`src/rtl/led_serial_tx_pkg.sv`:
```
// Shared types and default LED timing for the LED pixel pipeline.
// Defaults match the receive-side thresholds so both ends agree at 50 MHz.
package pipeline_types;

   typedef logic [23:0] pixel_t;

   typedef enum logic [1:0] {
      IDLE,
      HIGH,
      LOW,
      LATCH
   } tx_state_e;

   typedef struct packed {
      pixel_t pixel;
      logic   last;
   } tx_input_t;

   localparam int DEF_T0H_CYCLES   = 20;
   localparam int DEF_T1H_CYCLES   = 40;
   localparam int DEF_BIT_CYCLES   = 63;
   localparam int DEF_RESET_CYCLES = 2500;

endpackage

```
`src/rtl/led_serial_tx_bit_timer.sv`:
```
// Shared cycle counter for bit phases, the latch gap and the underrun idle count.
// Clear has priority over increment; compare outputs are pure decodes of the count.
module led_tx_bit_timer #(
   parameter int T0H_CYCLES   = 20,
   parameter int T1H_CYCLES   = 40,
   parameter int BIT_CYCLES   = 63,
   parameter int RESET_CYCLES = 2500,
   parameter int CNT_W        = $clog2(RESET_CYCLES + 1)
) (
   input  logic clk,
   input  logic reset,
   input  logic clear,
   input  logic inc,
   output logic t0h_hit,
   output logic t1h_hit,
   output logic bit_end,
   output logic reset_end
);

   logic [CNT_W-1:0] count;

   always_ff @(posedge clk) begin
      if (reset || clear) begin
         count <= '0;
      end else if (inc) begin
         count <= count + 1'b1;
      end
   end

   assign t0h_hit   = (count == CNT_W'(T0H_CYCLES - 1));
   assign t1h_hit   = (count == CNT_W'(T1H_CYCLES - 1));
   assign bit_end   = (count == CNT_W'(BIT_CYCLES - 1));
   assign reset_end = (count == CNT_W'(RESET_CYCLES - 1));

endmodule

```
`src/rtl/led_serial_tx.sv`:
```
// Serialises 24-bit GRB pixels onto a single-wire NRZ LED line, MSB first,
// with a low latch gap after the last pixel of a frame.
module led_serial_tx
   import pipeline_types::*;
#(
   parameter int T0H_CYCLES   = DEF_T0H_CYCLES,
   parameter int T1H_CYCLES   = DEF_T1H_CYCLES,
   parameter int BIT_CYCLES   = DEF_BIT_CYCLES,
   parameter int RESET_CYCLES = DEF_RESET_CYCLES,
   parameter int CNT_W        = $clog2(RESET_CYCLES + 1)
) (
   input  logic        i_clk,
   input  logic        i_reset,
   input  logic [23:0] i_pixel,
   input  logic        i_last,
   input  logic        i_valid,
   output logic        o_ready,
   output logic        o_serial,
   output logic        o_busy,
   output logic        o_frame_done,
   output logic        o_underrun
);

   // Handshake: a pixel transfers on any rising edge where i_valid && o_ready;
   // i_valid may be held across cycles and o_ready never depends on i_valid.

   if (T0H_CYCLES <= 0 || T1H_CYCLES <= T0H_CYCLES || BIT_CYCLES <= T1H_CYCLES
       || RESET_CYCLES < 1) begin : g_bad_timing
      $error("led_serial_tx: need 0 < T0H_CYCLES < T1H_CYCLES < BIT_CYCLES and RESET_CYCLES >= 1");
   end
   if (BIT_CYCLES > (1 << CNT_W)) begin : g_bad_width
      $error("led_serial_tx: CNT_W too narrow for BIT_CYCLES");
   end

   tx_state_e state, state_nx;
   tx_input_t cur;
   tx_input_t in_word;
   logic [4:0] bit_idx;
   logic       frame_open;

   logic cnt_clear, cnt_inc;
   logic t0h_hit, t1h_hit, bit_end, reset_end;
   logic accept, high_done, last_bit_end, idle_term, latch_end;

   led_tx_bit_timer #(
      .T0H_CYCLES  (T0H_CYCLES),
      .T1H_CYCLES  (T1H_CYCLES),
      .BIT_CYCLES  (BIT_CYCLES),
      .RESET_CYCLES(RESET_CYCLES),
      .CNT_W       (CNT_W)
   ) u_timer (
      .clk      (i_clk),
      .reset    (i_reset),
      .clear    (cnt_clear),
      .inc      (cnt_inc),
      .t0h_hit  (t0h_hit),
      .t1h_hit  (t1h_hit),
      .bit_end  (bit_end),
      .reset_end(reset_end)
   );

   assign in_word      = '{pixel: i_pixel, last: i_last};
   assign high_done    = cur.pixel[23] ? t1h_hit : t0h_hit;
   assign last_bit_end = (state == LOW) && bit_end && (bit_idx == 5'd0);
   assign latch_end    = (state == LATCH) && reset_end;
   // The idle count is the same timer, running only while a frame is left open.
   assign idle_term    = (state == IDLE) && frame_open && reset_end;

   assign o_ready = !i_reset && ((state == IDLE) || (last_bit_end && !cur.last));
   assign accept  = i_valid && o_ready;
   assign o_busy  = (state != IDLE);

   always_comb begin
      state_nx  = state;
      cnt_clear = 1'b0;
      cnt_inc   = 1'b1;
      case (state)
         IDLE: begin
            cnt_inc = frame_open;
            if (accept) begin
               state_nx  = HIGH;
               cnt_clear = 1'b1;
            end
         end
         HIGH: begin
            // Counter keeps running into LOW so the bit period stays exact.
            if (high_done) state_nx = LOW;
         end
         LOW: begin
            if (bit_end) begin
               cnt_clear = 1'b1;
               if (bit_idx != 5'd0) state_nx = HIGH;
               else if (cur.last)   state_nx = LATCH;
               else if (accept)     state_nx = HIGH;
               else                 state_nx = IDLE;
            end
         end
         LATCH: begin
            if (reset_end) begin
               state_nx  = IDLE;
               cnt_clear = 1'b1;
            end
         end
         default: state_nx = IDLE;
      endcase
   end

   always_ff @(posedge i_clk) begin
      if (i_reset) begin
         state        <= IDLE;
         cur          <= '0;
         bit_idx      <= 5'd23;
         frame_open   <= 1'b0;
         o_serial     <= 1'b0;
         o_frame_done <= 1'b0;
         o_underrun   <= 1'b0;
      end else begin
         state        <= state_nx;
         o_serial     <= (state_nx == HIGH);
         o_frame_done <= latch_end;
         o_underrun   <= idle_term;
         if (accept) begin
            cur        <= in_word;
            bit_idx    <= 5'd23;
            frame_open <= 1'b1;
         end else begin
            if ((state == LOW) && bit_end && (bit_idx != 5'd0)) begin
               cur.pixel <= {cur.pixel[22:0], 1'b0};
               bit_idx   <= bit_idx - 5'd1;
            end
            if (idle_term || latch_end) frame_open <= 1'b0;
         end
      end
   end

endmodule
```
`config.mk`:
```
export PLATFORM = sky130hd
export DESIGN_NAME = led_serial_tx
export DESIGN_NICKNAME = d
export VERILOG_FILES = /design/src/rtl/led_serial_tx_pkg.sv /design/src/rtl/led_serial_tx_bit_timer.sv /design/src/rtl/led_serial_tx.sv
export SDC_FILE = /design/constraint.sdc
export NUM_CORES = 1
export LEC_CHECK = 0
export BUFFER_PORTS_ARGS = -buffer_cell sky130_fd_sc_hd__buf_2
export CAP_MARGIN = 20
export CORE_ASPECT_RATIO = 2
export CORE_UTILIZATION = 50
export CTS_BUF_LIST = sky130_fd_sc_hd__clkbuf_8
export DETAILED_ROUTE_END_ITERATION = 16
export PLACE_DENSITY = 0.74
export SLEW_MARGIN = 20
export SYNTH_ARGS = -nofsm -noshare
export SYNTH_HDL_FRONTEND = slang
export SYNTH_SLANG_ARGS = --single-unit
```
`constraint.sdc`:
```
create_clock -name i_clk -period 2.3 [get_ports i_clk]
set_clock_uncertainty 0.1 [all_clocks]
set_input_delay 0.23 -clock i_clk [delete_from_list [all_inputs] [get_ports i_clk]]
set_output_delay 0.23 -clock i_clk [all_outputs]
set_load 0.05 [all_outputs]
```
==> results.ini, run 1 <==
[min_path]
min_path_type=primary input to flip-flop

[detailed_routing]
via_per_inst=5.864
vias=2193
firstDrtPassIters=4
wl_per_cell_um=15.84
drc=0
drt_iter0_drc=57
drt-total-wl_um=5923
drtAntennaViolNets=0

[global_route]
grt_max_degree=49
grt-busiest-layer=met2
grt_pass1_wl_um=9156
track_usage_pct=23.36
use_met3_pct=3.636
grt_use_met1_pct=24.90
grt_overflow=0
antenna_found_initial=0
globalRouteMet2Util_pct=42.41
grt_pass1_vias=2094

[timing]
worst_pin_slew_ns=0.5640
setup_viol=0
final_hold_viol_count=0
max_freq_mhz=436.0
maxSlewViolCount=0
relSlewSlack_pct=61.87
fin_hold_ws_ns=0.07548
fin_crit_sh_pct=99.72
min_period_ns=2.294

[placement]
portBuffers=32
dpl.hpwl_um=3866
place_congestion=0.8251
placed_area_um2=2653

[cts]
cts_buffers=5
cts_hold_buffers=0
clock_latency_ns=0.31
cts.htree.levels=2
clock-sinks=48
clkTransAtPathRegs_ns=0.09
cts_root_buffer=clkbuf_8
cts_buffer_depth=2
cts_tree=built

[yosys]
yosys.area.top_type=dfxtp_1
synth_seq_cells=48
synth_warnings=0
synth_xor_xnor_area_share_pct=5.492
yosysSeqAreaShare_pct=40.17
synth_area_leaders=dfxtp_1, a311oi_2, nand2_1
synthArstFlopShare_pct=0
avgSynthCellArea_um2=8.453
ys_types=40
synth-adder-area-share_pct=2.092
synth_cells=283
synth_top_area_share_pct=40.17
ys.flop_type=dfxtp_1
synth_mux_area_share_pct=0
synth-simple-area-share_pct=29.81
synth_top_family_by_area=simple AND/OR/NAND/NOR gates
synth_area_um2=2392
synth_compound_area_share_pct=17.42
synth_edf_count=0
syn_nets=315

[setup_path]
cp-end-kind=primary output
rrSetupSlack_ns=0.006
cp.required_ns=1.97
start_kind=flip-flop
path_class=flip-flop to primary output
critPathArrivalTime_ns=1.96
path_max_fanout=6

[power]
clkPwrFrac_pct=33.1
p_per_area_nw_per_um2=569.2
p_int_mw=1.202
power_switching_mw=0.4349
power_switching_share_pct=26.58
p_comb_share_pct=12.6
power_frac_seq_pct=54.3
irDropWorstVdd_uv=569.4
p_leak_nw=1.077

[die]
rows=35
initial_core_util_pct=52.03
die_h_um=99.82
core-area_um2=4598
die_w_um=50.91
io_pins=33
dieArea_um2=5082

[final_layout]
syn_to_final_growth_pct=20.19
layout-drive-gt1-share_pct=30.41
design_area_um2=2875
n_antenna_cell=0
nets=350

[flow_run]
timing.max_cap.violations=0

[outcome]
status=completed

-- worst max-delay path, stage by stage (launching register included) --
cell and delay (ns):
dfxtp_1 0.34, inv_2 0.06, ha_1 0.17, or4b_4 0.49, buf_6 0.15, nor2_4 0.10
a21oi_4 0.07, nor2_2 0.10, buf_6 0.16
-- cells by family (layout without fill, tap and decap cells) --
kind of cell / count (synthesis) / count (layout)
AND/OR/NAND/NOR: 153 / 153
buffers and inverters: 25 / 61
XOR/XNOR: 15 / 15
flip-flops: 48 / 48
adder cells (fa/ha/maj): 4 / 4
AO/OA/AOI/OAI: 38 / 38
-- cells in the final DEF, fill, tap and decap left out, drive strengths merged, types with 2 or more instances in the layout --
master / count
nand2: 61
dfxtp: 48
nor2: 47
buf: 46
a311oi: 22
xor2: 11
nand3: 8
clkbuf: 7
nand4: 6
inv: 6
and4: 5
a21oi: 5
xnor2: 4
ha: 4
or3: 4
nor3: 4
and3: 3
or4b: 3
nor4: 2
nor4b: 2
o21ai: 2
o211ai: 2
clkinvlp: 2
-- worst paths after layout --
kind / start / depth (start not counted) / to
worst max-delay path: bit_idx[0] / 8 / o_ready
worst min-delay path: i_pixel[0] / 3 / cur[1]
worst max register to register: bit_idx[0] / 7 / cur[17]
worst min register to register: cur[1] / 2 / cur[1]
-- power by group through the flow --
stage / registers (mW) / logic [mW] / clock network [mW]
2_1_floorplan: 0.906 / 0.126 / 0
3_3_place_gp: 0.906 / 0.181 / 0
3_5_place_dp: 0.906 / 0.185 / 0
4_1_cts: 0.887 / 0.188 / 0.536
5_1_grt: 0.893 / 0.223 / 0.568
6_report: 0.889 / 0.206 / 0.541
-- synth_stat cells, drive strengths merged (4+ instances only) --
cell type,number
clkbuf,13
nand3,8
xnor2,4
or3,4
nand2,61
inv,6
nand4,6
dfxtp,48
ha,4
buf,6
a311oi,22
xor2,11
and4,5
nor2,47
a21oi,5
nor3,4
-- layout make-up --
cell class                 instances  area, um2
clock buffer                       6      82.58
sequential                        48      962.2
inverter                           6      22.52
fill                             434       1723
timing repair buffer              47      341.6
multi-input combinational        210       1383
clock inverter                     2      15.01
tap                               55      68.82
-- metal layers --
metal	up-vias	wire length, um
li1	1059	-
met1	1086	2326
met2	39	3317
met3	9	165
met4	0	113
met5	-	0
-- stage by stage --
stage                 TNS, ns  util (%)  cells  setup slack (ns)  total power, mW
finish                      0     62.53    374          0.006379            1.637
floorplan                   0         -    283          0.009311            1.032
global placement            0     57.69    363           0.05162            1.087
detailed placement  -0.006101     57.69    363         -0.006101            1.091
CTS                 -0.002270     60.35    371         -0.002270            1.612
global route          -0.4401     62.53    374          -0.03477            1.684
-- timing repair --
action | in CTS | in global routing
pin swaps | 1 | 3
setup buffers | 0 | 1
endpoints found under the setup margin | 2 | 27
gates cloned | 0 | 2
gates resized for setup | 7 | 18
-- sequential cells by signal, summed over array words and instances (netlist names) --
register	flops
state	2
cur	25
o_frame_done	1
o_serial	1
bit_idx	5
u_timer.count	12
frame_open	1
o_underrun	1
No activity file was read; power rests on OpenSTA's default activity.
==> run 2: changes to the inputs <==
- ABC_AREA: unset -> 1
- GPL_TIMING_DRIVEN: unset -> 1
==> run 2 against run 1 <==
  * Count of clock-buffer cells in the layout did not move
  * Non-clock buffer count decreased by 11
  * Cell area shrank 6.4%
  * Clock power decreased by 5.2%
  * Sequential power up 0.9%
  * Via count shrank 3.8%
  * Worst hold slack better by 0.018 ns
  * Global-route usage fell by 0.33 points
  * First-iteration DRC count is 44% lower
  * Critical path type unchanged
  * Largest cell class unchanged
==> results.ini, run 2 <==
[outcome]
status=completed

[power]
irDropWorstVdd_uv=436.7  ; -23%
power_frac_seq_pct=55.8  ; +1.5 points
p_leak_nw=1.090  ; +1.2%
power_switching_share_pct=25.92  ; -0.66 points
p_per_area_nw_per_um2=597.4  ; +5.0%
power_switching_mw=0.4167  ; -4.2%
p_int_mw=1.191  ; -0.88%
clkPwrFrac_pct=31.9  ; -1.2 points
p_comb_share_pct=12.3  ; -0.3 points

[detailed_routing]
drt-total-wl_um=5230  ; -12%
drt_iter0_drc=32  ; -44%
drtAntennaViolNets=0  ; unchanged
drc=0  ; unchanged
wl_per_cell_um=13.17  ; -17%
firstDrtPassIters=4  ; unchanged
vias=2110  ; -3.8%
via_per_inst=5.315  ; -9.4%

[timing]
fin_crit_sh_pct=91.68  ; -8.0 points
worst_pin_slew_ns=0.4259  ; -0.1381 ns
relSlewSlack_pct=71.61  ; +9.7 points
final_hold_viol_count=0  ; unchanged
setup_viol=0  ; unchanged
tns_ns=0  ; unchanged
maxSlewViolCount=0  ; unchanged
max_freq_mhz=474.2  ; +8.8%
setup_slack_ns=0.1914  ; +0.1850 ns
min_period_ns=2.109  ; -0.1850 ns
rsz0062_at_grt=no

[yosys]
synth_cells=311  ; +9.9%
ys_types=31  ; -23%
synth_seq_cells=48  ; unchanged
synthArstFlopShare_pct=0  ; unchanged
ys.flop_type=dfxtp_1
yosysSeqAreaShare_pct=39.75  ; -0.42 points
avgSynthCellArea_um2=7.773  ; -8.1%
synth_area_um2=2417  ; +1.0%
synth_area_leaders=dfxtp_1, nand2_1, a311oi_2
yosys.area.top_type=dfxtp_1
synth_top_area_share_pct=39.75  ; -0.42 points
synth_warnings=0  ; unchanged
syn_nets=343  ; +8.9%
synth_edf_count=0  ; unchanged
synth_most_common_cell=nand2_1
synthTopCellsByCount=nand2_1, nor2_1, dfxtp_1, inv_1, a311oi_2

[setup_path]
cp.required_ns=1.97  ; about the same
path_max_fanout=4  ; -2
path_class=flip-flop to primary output
start_kind=flip-flop
cp-end-kind=primary output
critPathArrivalTime_ns=1.78  ; -0.18 ns

[die]
rows=35  ; unchanged
die_w_um=51.17  ; +0.50%
initial_core_util_pct=52.08  ; about the same
die_h_um=100.3  ; +0.51%
core-area_um2=4642  ; +0.95%
io_pins=33  ; unchanged
dieArea_um2=5133  ; +1.0%

[final_layout]
final_common_cell=nand2_1
design_area_um2=2691  ; -6.4%
num-fill-cells=473  ; +9.0%
nets=373  ; +6.6%
n_antenna_cell=0  ; unchanged
syn_to_final_growth_pct=11.34
largestRegisters=cur: 25 flops, u_timer.count: 12 flops, bit_idx: 5 flops
largest-register=cur
layout-drive-gt1-share_pct=22.51  ; -7.9 points
largest_reg_flops=25  ; unchanged
final_cell_mix=nand2_1, nor2_1, dfxtp_1

[placement]
portBuffers=32  ; unchanged
placed_area_um2=2587  ; -2.5%
dpl.hpwl_um=3928  ; +1.6%
preCtsSetupSlack_ns=0.1113  ; +0.1174 ns
place_congestion=0.9201  ; +12%

[cts]
cts.htree.levels=2  ; unchanged
cts_hold_buffers=0  ; unchanged
clock_latency_ns=0.30  ; about the same
cts_buffer_depth=2  ; unchanged
clock-sinks=48  ; unchanged
cts_root_buffer=clkbuf_8
clkTransAtPathRegs_ns=0.08  ; about the same
cts_buffers=5  ; unchanged
cts_tree=built

[global_route]
antenna_found_initial=0  ; unchanged
grt_max_degree=50  ; +2.0%
grt_pass1_wl_um=8880  ; -3.0%
track_usage_pct=23.03  ; -0.33 points
grt_pass1_vias=2104  ; +0.48%
grt_overflow=0  ; unchanged

[min_path]
min_path_type=primary input to flip-flop

[flow_run]
timing.max_cap.violations=0  ; unchanged

==> run 2: changes by cell type in the layout (fill, tap and decap cells not counted), sizes merged, moves of 3 or more <==
cell	change
a21oi	+6
and3	-3
and4	-5
buf	-11
inv	+23
nand2	+32
nor2	+6
o21ai	+3
or3	-4
or4b	-3
xnor2	-3
xor2	-6
==> run 2: area by class of cell <==
class | instances | area, um2 | area share [%]
Clock inverter | 2 | 11.26 | 0.4184
Sequential cell | 48 | 960.9 | 35.70
Multi-Input combinational cell | 221 | 1252 | 46.54
Tap cell | 55 | 68.82 | 2.557
Timing Repair Buffer | 36 | 205.2 | 7.624
Inverter | 29 | 110.1 | 4.091
Clock buffer | 6 | 82.58 | 3.068
==> run 2: cells by family after synthesis <==
logic type,Yosys count,share of synthesized area [%]
xor gates and xnor gates,6,2.174
AOI/OAI and AO/OA,44,18.01
buffers and inverters,42,8.436
DFF,48,39.75
adders and majority gates,4,2.070
and+or+nand+nor,167,29.55
==> run 2: critical path, cell delays in order, from the launching register on <==
cell	delay, ns
dfxtp_1	0.32
inv_1	0.09
ha_1	0.15
inv_1	0.04
nor2_1	0.07
nand2_1	0.12
nor2_1	0.14
nand3_2	0.11
a21oi_1	0.17
clkbuf_4	0.26
==> run 2: what timing repair did <==
action                                  in CTS  in global routing
endpoints found under the setup margin       0                 12
gates resized for setup                      0                  1
buffers inserted                             0                  1
==> run 2: routing by layer <==
| metal | part of all wire, % | up-vias | GRT usage [%] |
|---|---|---|---|
| li1 | - | 1083 | - |
| met1 | 38 | 961 | 23.21 |
| met2 | 54 | 46 | 40.99 |
| met3 | 2.9 | 20 | 3.939 |
| met4 | 5.4 | 0 | 16.03 |
| met5 | 0 | - | 0 |
==> run 2: worst paths after layout <==
path	startpoint	end	slack, ns	depth (start not counted)
max	bit_idx[1]	o_ready	0.19	9
min	i_pixel[0]	cur[1]	0.09	3
min reg2reg	cur[1]	cur[1]	0.37	2
max reg2reg	u_timer.count[1]	cur[2]	0.24	11
==> run 2: through the flow <==
stage | hold slack [ns] | util (%) | total power [mW] | std cells
detailed placement | 0.3576 | 55.74 | 1.111 | 388
global route | 0.09044 | 57.98 | 1.679 | 397
CTS | 0.09055 | 57.76 | 1.622 | 396
finish | 0.09383 | 57.98 | 1.608 | 397
global placement | 0.3531 | 55.74 | 1.108 | 388
floorplan | 0.2772 | - | 1.057 | 311
==> run 2: power by group through the flow <==
stage,Clock [mW],Combinational [mW],Sequential [mW]
finish,0.513,0.197,0.897
global route,0.558,0.219,0.903
CTS,0.528,0.197,0.897
detailed placement,0,0.196,0.915
global placement,0,0.193,0.915
floorplan,0,0.144,0.913
==> run 3: changes to the inputs <==
--- a/config.mk
+++ b/config.mk
@@ -14,3 +14,3 @@
 export DETAILED_ROUTE_END_ITERATION = 16
-export GPL_TIMING_DRIVEN = 1
+export GPL_TIMING_DRIVEN = 0
 export PLACE_DENSITY = 0.74
--- a/constraint.sdc
+++ b/constraint.sdc
@@ -4,2 +4,2 @@
 set_output_delay 0.23 -clock i_clk [all_outputs]
-set_load 0.05 [all_outputs]
+set_load 0.1 [all_outputs]
==> run 3 against run 2 <==
  * Clock power shrank 6.4%
  * Register-to-register slack is essentially flat
  * Critical path depth is the same
  * First-iteration DRC count shrank 3.1%
  * Non-clock buffer count grew 9
  * Sequential power is essentially flat
  * Via count grew 4.1%
  * Die area is the same
  * Sequential cell count is the same
  * Global-route usage grew 1.1 points
  * Power shrank 0.39%
  * Highest routed layer unchanged
==> results.ini, run 3 (synthesized netlist as in run 2, its figures left out) <==
[outcome]
status=completed

[setup_path]
path_class=flip-flop to primary output
path_max_fanout=4  ; unchanged
cp.required_ns=1.97  ; about the same
critPathArrivalTime_ns=1.79  ; about the same
start_kind=flip-flop
cp-end-kind=primary output
rr_worst_depth=14  ; +3

[final_layout]
final_cell_mix=nand2_1, nor2_1, dfxtp_1
num-fill-cells=463  ; -2.1%
design_area_um2=2736  ; +1.7%
syn_to_final_growth_pct=13.20
largest_reg_flops=25  ; unchanged
stdcell_count=405  ; +2.0%
n_antenna_cell=0  ; unchanged
largest-register=cur
final_common_cell=nand2_1
largestRegisters=cur: 25 flops, u_timer.count: 12 flops, bit_idx: 5 flops
layout-drive-gt1-share_pct=23.71  ; +1.2 points
final_util_pct=58.95  ; +0.97 points
nets=382  ; +2.4%

[timing]
fin_hold_ws_ns=0.08648  ; -0.007349 ns
setup_viol=0  ; unchanged
relSlewSlack_pct=50.33  ; -21 points
rsz0062_at_grt=no
max_freq_mhz=471.3  ; -0.63%
fin_crit_sh_pct=92.26  ; +0.58 points
maxSlewViolCount=0  ; unchanged
min_period_ns=2.122  ; +0.01326 ns
tns_ns=0  ; unchanged
setup_slack_ns=0.1781  ; -0.01326 ns
worst_pin_slew_ns=0.7451  ; +0.3192 ns
final_hold_viol_count=0  ; unchanged

[placement]
place_congestion=0.9015  ; -2.0%
dpl.hpwl_um=4256  ; +8.3%
placed_area_um2=2650  ; +2.4%
dp_cells=398  ; +2.6%
preCtsSetupSlack_ns=0.2102  ; +0.09894 ns
portBuffers=32  ; unchanged

[cts]
cts_buffer_depth=2  ; unchanged
cts.htree.levels=2  ; unchanged
cts_buffers=5  ; unchanged
clock-sinks=48  ; unchanged
cts_tree=built
clkTransAtPathRegs_ns=0.08  ; about the same
clock_latency_ns=0.30  ; about the same
cts_root_buffer=clkbuf_8
cts_setup_buffers=0  ; unchanged

[global_route]
grt_pass1_vias=2221  ; +5.6%
track_usage_pct=24.10  ; +1.1 points
grt_overflow=0  ; unchanged
grt_max_degree=14  ; -72%
antenna_found_initial=0  ; unchanged
grt_pass1_wl_um=9397  ; +5.8%

[detailed_routing]
via_per_inst=5.422  ; +2.0%
wl_per_cell_um=13.89  ; +5.4%
drtAntennaViolNets=0  ; unchanged
drt-total-wl_um=5624  ; +7.5%
firstDrtPassIters=4  ; unchanged
vias=2196  ; +4.1%
drt_iter0_drc=31  ; -3.1%
drc=0  ; unchanged

[die]
initial_core_util_pct=52.08  ; unchanged
dieArea_um2=5133  ; unchanged
die_h_um=100.3  ; unchanged
io_pins=33  ; unchanged
core-area_um2=4642  ; unchanged
rows=35  ; unchanged
die_w_um=51.17  ; unchanged

[flow_run]
timing.max_cap.violations=0  ; unchanged

[min_path]
min_path_cells=3  ; unchanged
min_path_type=primary input to flip-flop

[power]
irDropWorstVdd_uv=422.3  ; -3.3%
p_per_area_nw_per_um2=585.2  ; -2.0%
p_leak_nw=1.112  ; +2.1%
p_total_mw=1.601  ; -0.39%

-- run 3: area by class of cell --
class                      instances  area, um2  share of cell area [%]
inverter                          29      110.1                   4.024
tap                               55      68.82                   2.515
timing repair buffer              32      166.4                   6.081
multi-input combinational        221       1259                   46.00
clock buffer                       5      68.82                   2.515
buffer                            13      93.84                   3.429
clock inverter                     2      8.758                  0.3201
sequential                        48      960.9                   35.12
-- run 3: report_power, final --
part,total [mW],switching [mW],leakage [nW],internal (mW)
logic,0.225,0.141,0.675,0.0844
clock network,0.480,0.277,0.0452,0.203
registers,0.896,0.0253,0.392,0.871
total,1.60,0.443,1.11,1.16
-- run 3: critical path: stages, from the launching register on --
cell and delay, ns:
dfxtp_1 0.35, inv_1 0.09, ha_1 0.14, inv_1 0.05
nor2_1 0.17, nand2_2 0.08, nor2_4 0.12, nand3_2 0.10
a21oi_2 0.16, buf_6 0.24
-- run 3: worst paths after layout --
path | slack, ns | endpoint | start
setup / recovery | 0.18 | o_ready | u_timer.count[0]
hold / removal | 0.09 | cur[1] | i_pixel[0]
setup reg to reg | 0.24 | u_timer.count[7] | u_timer.count[0]
hold reg to reg | 0.38 | o_underrun | frame_open
-- run 3: repair_timing --
item / 4_1_cts / 5_1_grt
hold buffers: 0 / 0
gates resized for setup: 1 / 2
pin swaps: 0 / 0
setup endpoints to repair: 1 / 5
-- run 3: per-layer routing --
metal / vias to the layer above / part of all wire [%] / track usage [%]
li1: 1099 / - / -
met1: 1036 / 39 / 23.32
met2: 43 / 56 / 46.86
met3: 18 / 2.2 / 3.485
met4: 0 / 3.4 / 11.54
met5: - / 0 / 0
